--- src/rtl/mem_arbiter.sv ---
// Arbitrates a single byte-wide synchronous RAM between an instruction fetch
// port (4-byte reads) and a load/store port (1/2/4-byte reads or writes).
module mem_arbiter #(
    parameter int unsigned ADDR_W = 32
) (
    input  logic              clk_in,
    input  logic              rst_in,
    input  logic [7:0]        mem_din,
    output logic [7:0]        mem_dout,
    output logic [ADDR_W-1:0] mem_a,
    output logic              mem_wr,
    input  logic              if_req,
    input  logic [ADDR_W-1:0] if_addr,
    output logic              if_done,
    output logic [31:0]       if_data,
    input  logic              lsu_req,
    input  logic              lsu_we,
    input  logic [ADDR_W-1:0] lsu_addr,
    input  logic [1:0]        lsu_size,
    input  logic [31:0]       lsu_wdata,
    output logic              lsu_done,
    output logic [31:0]       lsu_rdata,
    input  logic              flush
);

    typedef enum logic [1:0] {IDLE, READ, WRITE, DONE} state_t;

    state_t            r_state, w_state;
    logic [ADDR_W-1:0] r_addr, w_addr;
    logic [2:0]        r_n, w_n;
    logic [2:0]        r_k, w_k;
    logic              r_is_lsu, w_is_lsu;
    logic              r_last_lsu, w_last_lsu;
    logic [31:0]       r_wdata, w_wdata;
    logic [31:0]       r_buf, w_buf;

    logic [ADDR_W-1:0] r_mem_a, w_mem_a;
    logic [7:0]        r_mem_dout, w_mem_dout;
    logic              r_mem_wr, w_mem_wr;
    logic              r_if_done, w_if_done;
    logic [31:0]       r_if_data, w_if_data;
    logic              r_lsu_done, w_lsu_done;
    logic [31:0]       r_lsu_rdata, w_lsu_rdata;

    logic              w_if_ok, w_gnt_lsu, w_gnt_if;
    logic [1:0]        w_cidx, w_nk;
    logic [31:0]       w_merged;
    logic [ADDR_W-1:0] w_next_addr;
    logic [2:0]        w_lsu_n;

    assign mem_a     = r_mem_a;
    assign mem_dout  = r_mem_dout;
    assign mem_wr    = r_mem_wr;
    assign if_done   = r_if_done;
    assign if_data   = r_if_data;
    assign lsu_done  = r_lsu_done;
    assign lsu_rdata = r_lsu_rdata;

    // Alternate when both request, but only if fetch is actually eligible.
    assign w_if_ok   = if_req & ~flush;
    assign w_gnt_lsu = lsu_req & ~(w_if_ok & r_last_lsu);
    assign w_gnt_if  = w_if_ok & ~w_gnt_lsu;

    assign w_nk        = 2'(r_k + 3'd1);
    assign w_cidx      = 2'(r_k - 3'd1);
    assign w_next_addr = r_addr + ADDR_W'(r_k + 3'd1);

    always_comb begin
        w_merged = r_buf;
        w_merged[8*w_cidx +: 8] = mem_din;
    end

    always_comb begin
        unique case (lsu_size)
            2'd0:    w_lsu_n = 3'd1;
            2'd1:    w_lsu_n = 3'd2;
            default: w_lsu_n = 3'd4;
        endcase
    end

    always_comb begin
        w_state     = r_state;
        w_addr      = r_addr;
        w_n         = r_n;
        w_k         = r_k;
        w_is_lsu    = r_is_lsu;
        w_last_lsu  = r_last_lsu;
        w_wdata     = r_wdata;
        w_buf       = r_buf;
        w_mem_a     = '0;
        w_mem_dout  = '0;
        w_mem_wr    = 1'b0;
        w_if_done   = 1'b0;
        w_lsu_done  = 1'b0;
        w_if_data   = r_if_data;
        w_lsu_rdata = r_lsu_rdata;

        unique case (r_state)
            IDLE: begin
                if (w_gnt_lsu) begin
                    w_is_lsu   = 1'b1;
                    w_last_lsu = 1'b1;
                    w_addr     = lsu_addr;
                    w_n        = w_lsu_n;
                    w_wdata    = lsu_wdata;
                    w_buf      = '0;
                    w_k        = '0;
                    w_mem_a    = lsu_addr;
                    if (lsu_we) begin
                        w_state    = WRITE;
                        w_mem_wr   = 1'b1;
                        w_mem_dout = lsu_wdata[7:0];
                    end else begin
                        w_state    = READ;
                    end
                end else if (w_gnt_if) begin
                    w_is_lsu   = 1'b0;
                    w_last_lsu = 1'b0;
                    w_addr     = if_addr;
                    w_n        = 3'd4;
                    w_buf      = '0;
                    w_k        = '0;
                    w_mem_a    = if_addr;
                    w_state    = READ;
                end
            end
            READ: begin
                if (flush && !r_is_lsu) begin
                    w_state = IDLE;
                end else begin
                    // r_k counts addresses issued; RAM data trails by one cycle.
                    if (r_k != 3'd0) begin
                        w_buf = w_merged;
                    end
                    if (r_k == r_n) begin
                        w_state = DONE;
                        if (r_is_lsu) begin
                            w_lsu_rdata = w_merged;
                            w_lsu_done  = 1'b1;
                        end else begin
                            w_if_data   = w_merged;
                            w_if_done   = 1'b1;
                        end
                    end else begin
                        w_k = r_k + 3'd1;
                        if ((r_k + 3'd1) < r_n) begin
                            w_mem_a = w_next_addr;
                        end
                    end
                end
            end
            WRITE: begin
                if ((r_k + 3'd1) < r_n) begin
                    w_k        = r_k + 3'd1;
                    w_mem_a    = w_next_addr;
                    w_mem_wr   = 1'b1;
                    w_mem_dout = r_wdata[8*w_nk +: 8];
                end else begin
                    w_state    = DONE;
                    w_lsu_done = 1'b1;
                end
            end
            DONE: begin
                w_state = IDLE;
            end
            default: begin
                w_state = IDLE;
            end
        endcase
    end

    always_ff @(posedge clk_in) begin
        if (rst_in) begin
            r_state     <= IDLE;
            r_addr      <= '0;
            r_n         <= '0;
            r_k         <= '0;
            r_is_lsu    <= 1'b0;
            r_last_lsu  <= 1'b0;
            r_wdata     <= '0;
            r_buf       <= '0;
            r_mem_a     <= '0;
            r_mem_dout  <= '0;
            r_mem_wr    <= 1'b0;
            r_if_done   <= 1'b0;
            r_if_data   <= '0;
            r_lsu_done  <= 1'b0;
            r_lsu_rdata <= '0;
        end else begin
            r_state     <= w_state;
            r_addr      <= w_addr;
            r_n         <= w_n;
            r_k         <= w_k;
            r_is_lsu    <= w_is_lsu;
            r_last_lsu  <= w_last_lsu;
            r_wdata     <= w_wdata;
            r_buf       <= w_buf;
            r_mem_a     <= w_mem_a;
            r_mem_dout  <= w_mem_dout;
            r_mem_wr    <= w_mem_wr;
            r_if_done   <= w_if_done;
            r_if_data   <= w_if_data;
            r_lsu_done  <= w_lsu_done;
            r_lsu_rdata <= w_lsu_rdata;
        end
    end

endmodule

--- config.mk ---
export PLATFORM = sky130hd
export DESIGN_NAME = mem_arbiter
export DESIGN_NICKNAME = d
export VERILOG_FILES = /design/src/rtl/mem_arbiter.sv
export SDC_FILE = /design/constraint.sdc
export NUM_CORES = 1
export LEC_CHECK = 0
export ABC_AREA = 0
export BUFFER_PORTS_ARGS = -buffer_cell sky130_fd_sc_hd__buf_4
export CAP_MARGIN = 5
export CORE_ASPECT_RATIO = 1.4
export CORE_UTILIZATION = 45
export CTS_CLUSTER_DIAMETER = 30
export DETAILED_ROUTE_END_ITERATION = 16
export GPL_TIMING_DRIVEN = 0
export PLACE_DENSITY = 0.69
export SLEW_MARGIN = 0
export SYNTH_ARGS = -nofsm -noshare
export SYNTH_HDL_FRONTEND = slang
export SYNTH_SLANG_ARGS = --single-unit
--- constraint.sdc ---
create_clock -name clk_in -period 3.35 [get_ports clk_in]
set_clock_uncertainty 0.1 [all_clocks]
set_input_delay 0.5025 -clock clk_in [delete_from_list [all_inputs] [get_ports clk_in]]
set_output_delay 0.5025 -clock clk_in [all_outputs]
set_load 0.01 [all_outputs]
==> reports/metrics.yaml <==
antennaDiodeCount: 0
power_mw: 10.0
remaining_drc_errors: 0
worstHoldPathCells: 3
cts.clk_slew.worst_paths_ps: 50
min_path_type: "in -> reg"
antenna_found_initial: 0
grt_usage: 0.266
fin_nets: 1462
reg2reg_to: "r_k[0]$_SDFFE_PP0P_"
routed_via_density: 5.48
ant_nets: 0
period_share: 0.920
cp_max_fo: 10
syn_inst: 1076
holdPathEnd: "mem_dout[1]$_SDFF_PP0_"
grt_pass1_vias: 8465
required_ps: 3650
cts_buffer_depth: 3
dr.first_iter.drc_count: 400
die_y_um: 172
synth_seq_cells: 212
cts_tree: "built"
cp-start-kind: "flip-flop"
synth.avg_cell_area_um2: 8.64
rrSetupSlack_ps: 270
rsz0062_at_grt: "no"
maxCapViolations: 0
rows: 61
setup-tns-final_ps: 0
outcome: "completed"
yosys_warnings: 0
io_buffers: 217
coreArea_um2: 20100
dp_hpwl_um: 20800
fin_ws_ps: 269
fin_crit_ps: 3080
finalHoldViolations: 0
synthFlopType: "dfxtp_1"
holdBufCountCts: 0
area_delta_synth_final_pct: 35.1
start_util: 0.463
wl_per_cell_um: 17.5
ys_types: 56
hold_start: "lsu_wdata[1]"
synth_edf_count: 0
leakagePower_nw: 5.03
cpPeakStageDelay_ps: 470
path_cells: "clkbuf_4 > inv_1 > ha_1 > ha_1 > a21oi_1 > a21oi_1 > a2111o_1 > or4_1 > o31ai_1"
fin_cells: 1608
cts_inserted_buffers: 35
gr-total-overflow: 0
fmax_mhz: 325
die_area_um2: 21200
grt_pass1_wl_um: 43700
root_buffer: "clkbuf_16"
dp_slack_ps: 21.2
r2r_cells: 9
drv_slew: 0
first_pass_iters: 7
worstPathArrival_ps: 3380
drive_gt1_frac: 0.247
top_level_ports: 219
wl_um: 28100
grt_max_degree: 13
slowest_stage: "or4_1"
cts.sinks: 212
rr_startpoint: "r_k[0]$_SDFFE_PP0P_"
endpoint_kind: "flip-flop"
postSynth.asyncResetShare: 0
via_count: 8807
powerDensity_nw_per_um2: 797
slew_headroom: 0.525
clk_latency_ps: 500
die_x_um: 123
place_congestion: 0.851
vdd_drop_max_mv: 0.462
worstSetupPathType: "reg -> reg"
synth-seq-area-share: 0.457
dp.cells: 1545
syn-cell-area_um2: 9300
h-tree-depth: 2
worstMarginPinSlew_ps: 707
syn_nets: 1207
final-setup-viol-count: 0
==> cell usage after synthesis, types with 9 or more instances <==
library cell / number / share of area
o22ai_1: 22 / 0.015
a211oi_1: 79 / 0.064
dfxtp_1: 212 / 0.46
nand3_1: 14 / 0.0075
xnor2_1: 20 / 0.019
a21oi_1: 132 / 0.071
ha_1: 18 / 0.024
or3_1: 32 / 0.022
mux2i_1: 13 / 0.014
a22o_1: 12 / 0.011
clkbuf_1: 41 / 0.017
nand4_1: 9 / 0.0061
nor2b_1: 43 / 0.029
a22oi_1: 11 / 0.0089
buf_2: 26 / 0.014
inv_1: 14 / 0.0057
xor2_1: 11 / 0.010
nand2_1: 157 / 0.063
nor2_1: 110 / 0.044
==> through the flow <==
stage / hold slack (ps) / instance area (um2) / utilization
after floorplan: 327 / 9300 / -
after global placement: 333 / 11200 / 0.560
after detailed placement: 338 / 11200 / 0.560
after CTS: 143 / 12500 / 0.625
after global routing: 146 / 12600 / 0.625
final: 155 / 12600 / 0.625
==> power breakdown <==
group	leakage [nW]	internal (mW)	total, mW	switching [mW]
Sequential	1.73	2.98	3.31	0.327
Clock	0.633	2.67	3.93	1.26
Combinational	2.67	1.10	2.76	1.66
==> worst max path at each step <==
stage	startpoint	to	slack, ps	cells past startpoint
finish	r_k[0]$_SDFFE_PP0P_	r_k[0]$_SDFFE_PP0P_	270	9
global route	r_k[0]$_SDFFE_PP0P_	r_k[0]$_SDFFE_PP0P_	120	9
CTS	r_k[0]$_SDFFE_PP0P_	r_state[0]$_SDFFE_PP0P_	10	9
detailed placement	r_k[0]$_SDFFE_PP0P_	r_buf[26]$_SDFFE_PP0P_	20	8
global placement	r_k[0]$_SDFFE_PP0P_	r_buf[27]$_SDFFE_PP0P_	50	8
floorplan	r_k[0]$_SDFFE_PP0P_	r_k[0]$_SDFFE_PP0P_	650	9
==> timing repair <==
action | in CTS | in global routing
setup buffers | 0 | 1
resized for setup | 0 | 3
endpoints found under the setup margin | 3 | 15
pin swaps | 1 | 1
==> critical path, delay by kind of cell (launching register included) <==
kind	cells	cell delay (ps)
AND/OR/NAND/NOR	1	470
flip-flops	1	430
adder cells (fa/ha/maj)	2	620
AO/OA/AOI/OAI	4	850
buffers and inverters	2	500
==> flip-flops by register name, indices dropped and copies added (netlist names) <==
| name | count |
|---|---|
| if_data | 32 |
| lsu_rdata | 32 |
| mem_a | 32 |
| r_addr | 32 |
| r_buf | 32 |
| r_wdata | 32 |
| mem_dout | 8 |
| r_k | 3 |
| r_n | 3 |
| r_state | 2 |
| if_done | 1 |
| lsu_done | 1 |
| mem_wr | 1 |
| r_last_lsu | 1 |
==> placed cells by master (no fill, tap or decap), types with 4 or more instances in the layout <==
cell,synthesis,routed
nand4_1,9,9
a21oi_1,132,132
bufinv_16,0,7
nand2b_1,6,6
mux2i_1,13,13
nor4_1,5,5
ha_1,18,18
and2_1,5,5
o22ai_1,22,22
o21ai_0,4,4
a311oi_1,8,8
buf_4,7,225
nand3_1,14,13
and3_1,7,7
clkbuf_8,0,5
clkbuf_16,0,37
nor2b_1,43,43
nor2_1,110,110
or3_1,32,32
inv_1,14,14
mux4_2,8,8
dfxtp_1,212,211
xor2_1,11,11
a22oi_1,11,11
nand2_1,157,157
xnor2_1,20,20
nor3_1,5,5
clkbuf_1,41,43
a22o_1,12,12
and4_1,6,6
buf_2,26,25
a211oi_1,79,79
==> cell type report <==
cell class	instances	area, um2
multi-input combinational	773	4650
inverter	15	56.3
tap	252	315
sequential	212	4250
clock buffer	44	1000
fill	1833	7520
clock inverter	18	295
timing repair buffer	218	1640
buffer	76	354
==> kinds of logic (layout without fill, tap and decap cells) <==
family,Yosys count,count (layout),synth area share
adders and majority gates,19,19,0.0264
xor gates and xnor gates,31,31,0.0292
muxes,21,21,0.0334
AOI/OAI and AO/OA,286,286,0.195
buffers and inverters,91,371,0.0439
and+or+nand+nor,416,416,0.216
DFF,212,212,0.457
==> metal layers <==
metal  routed length [um]  track usage  vias to the layer above
met5                    0            0                        -
met4                 1120        0.126                        0
met3                 1470       0.0518                       77
met2                14900        0.485                      280
met1                10700        0.292                     4131
li1                     -            -                     4319
Note: power is estimated with default switching activity, not from simulation.
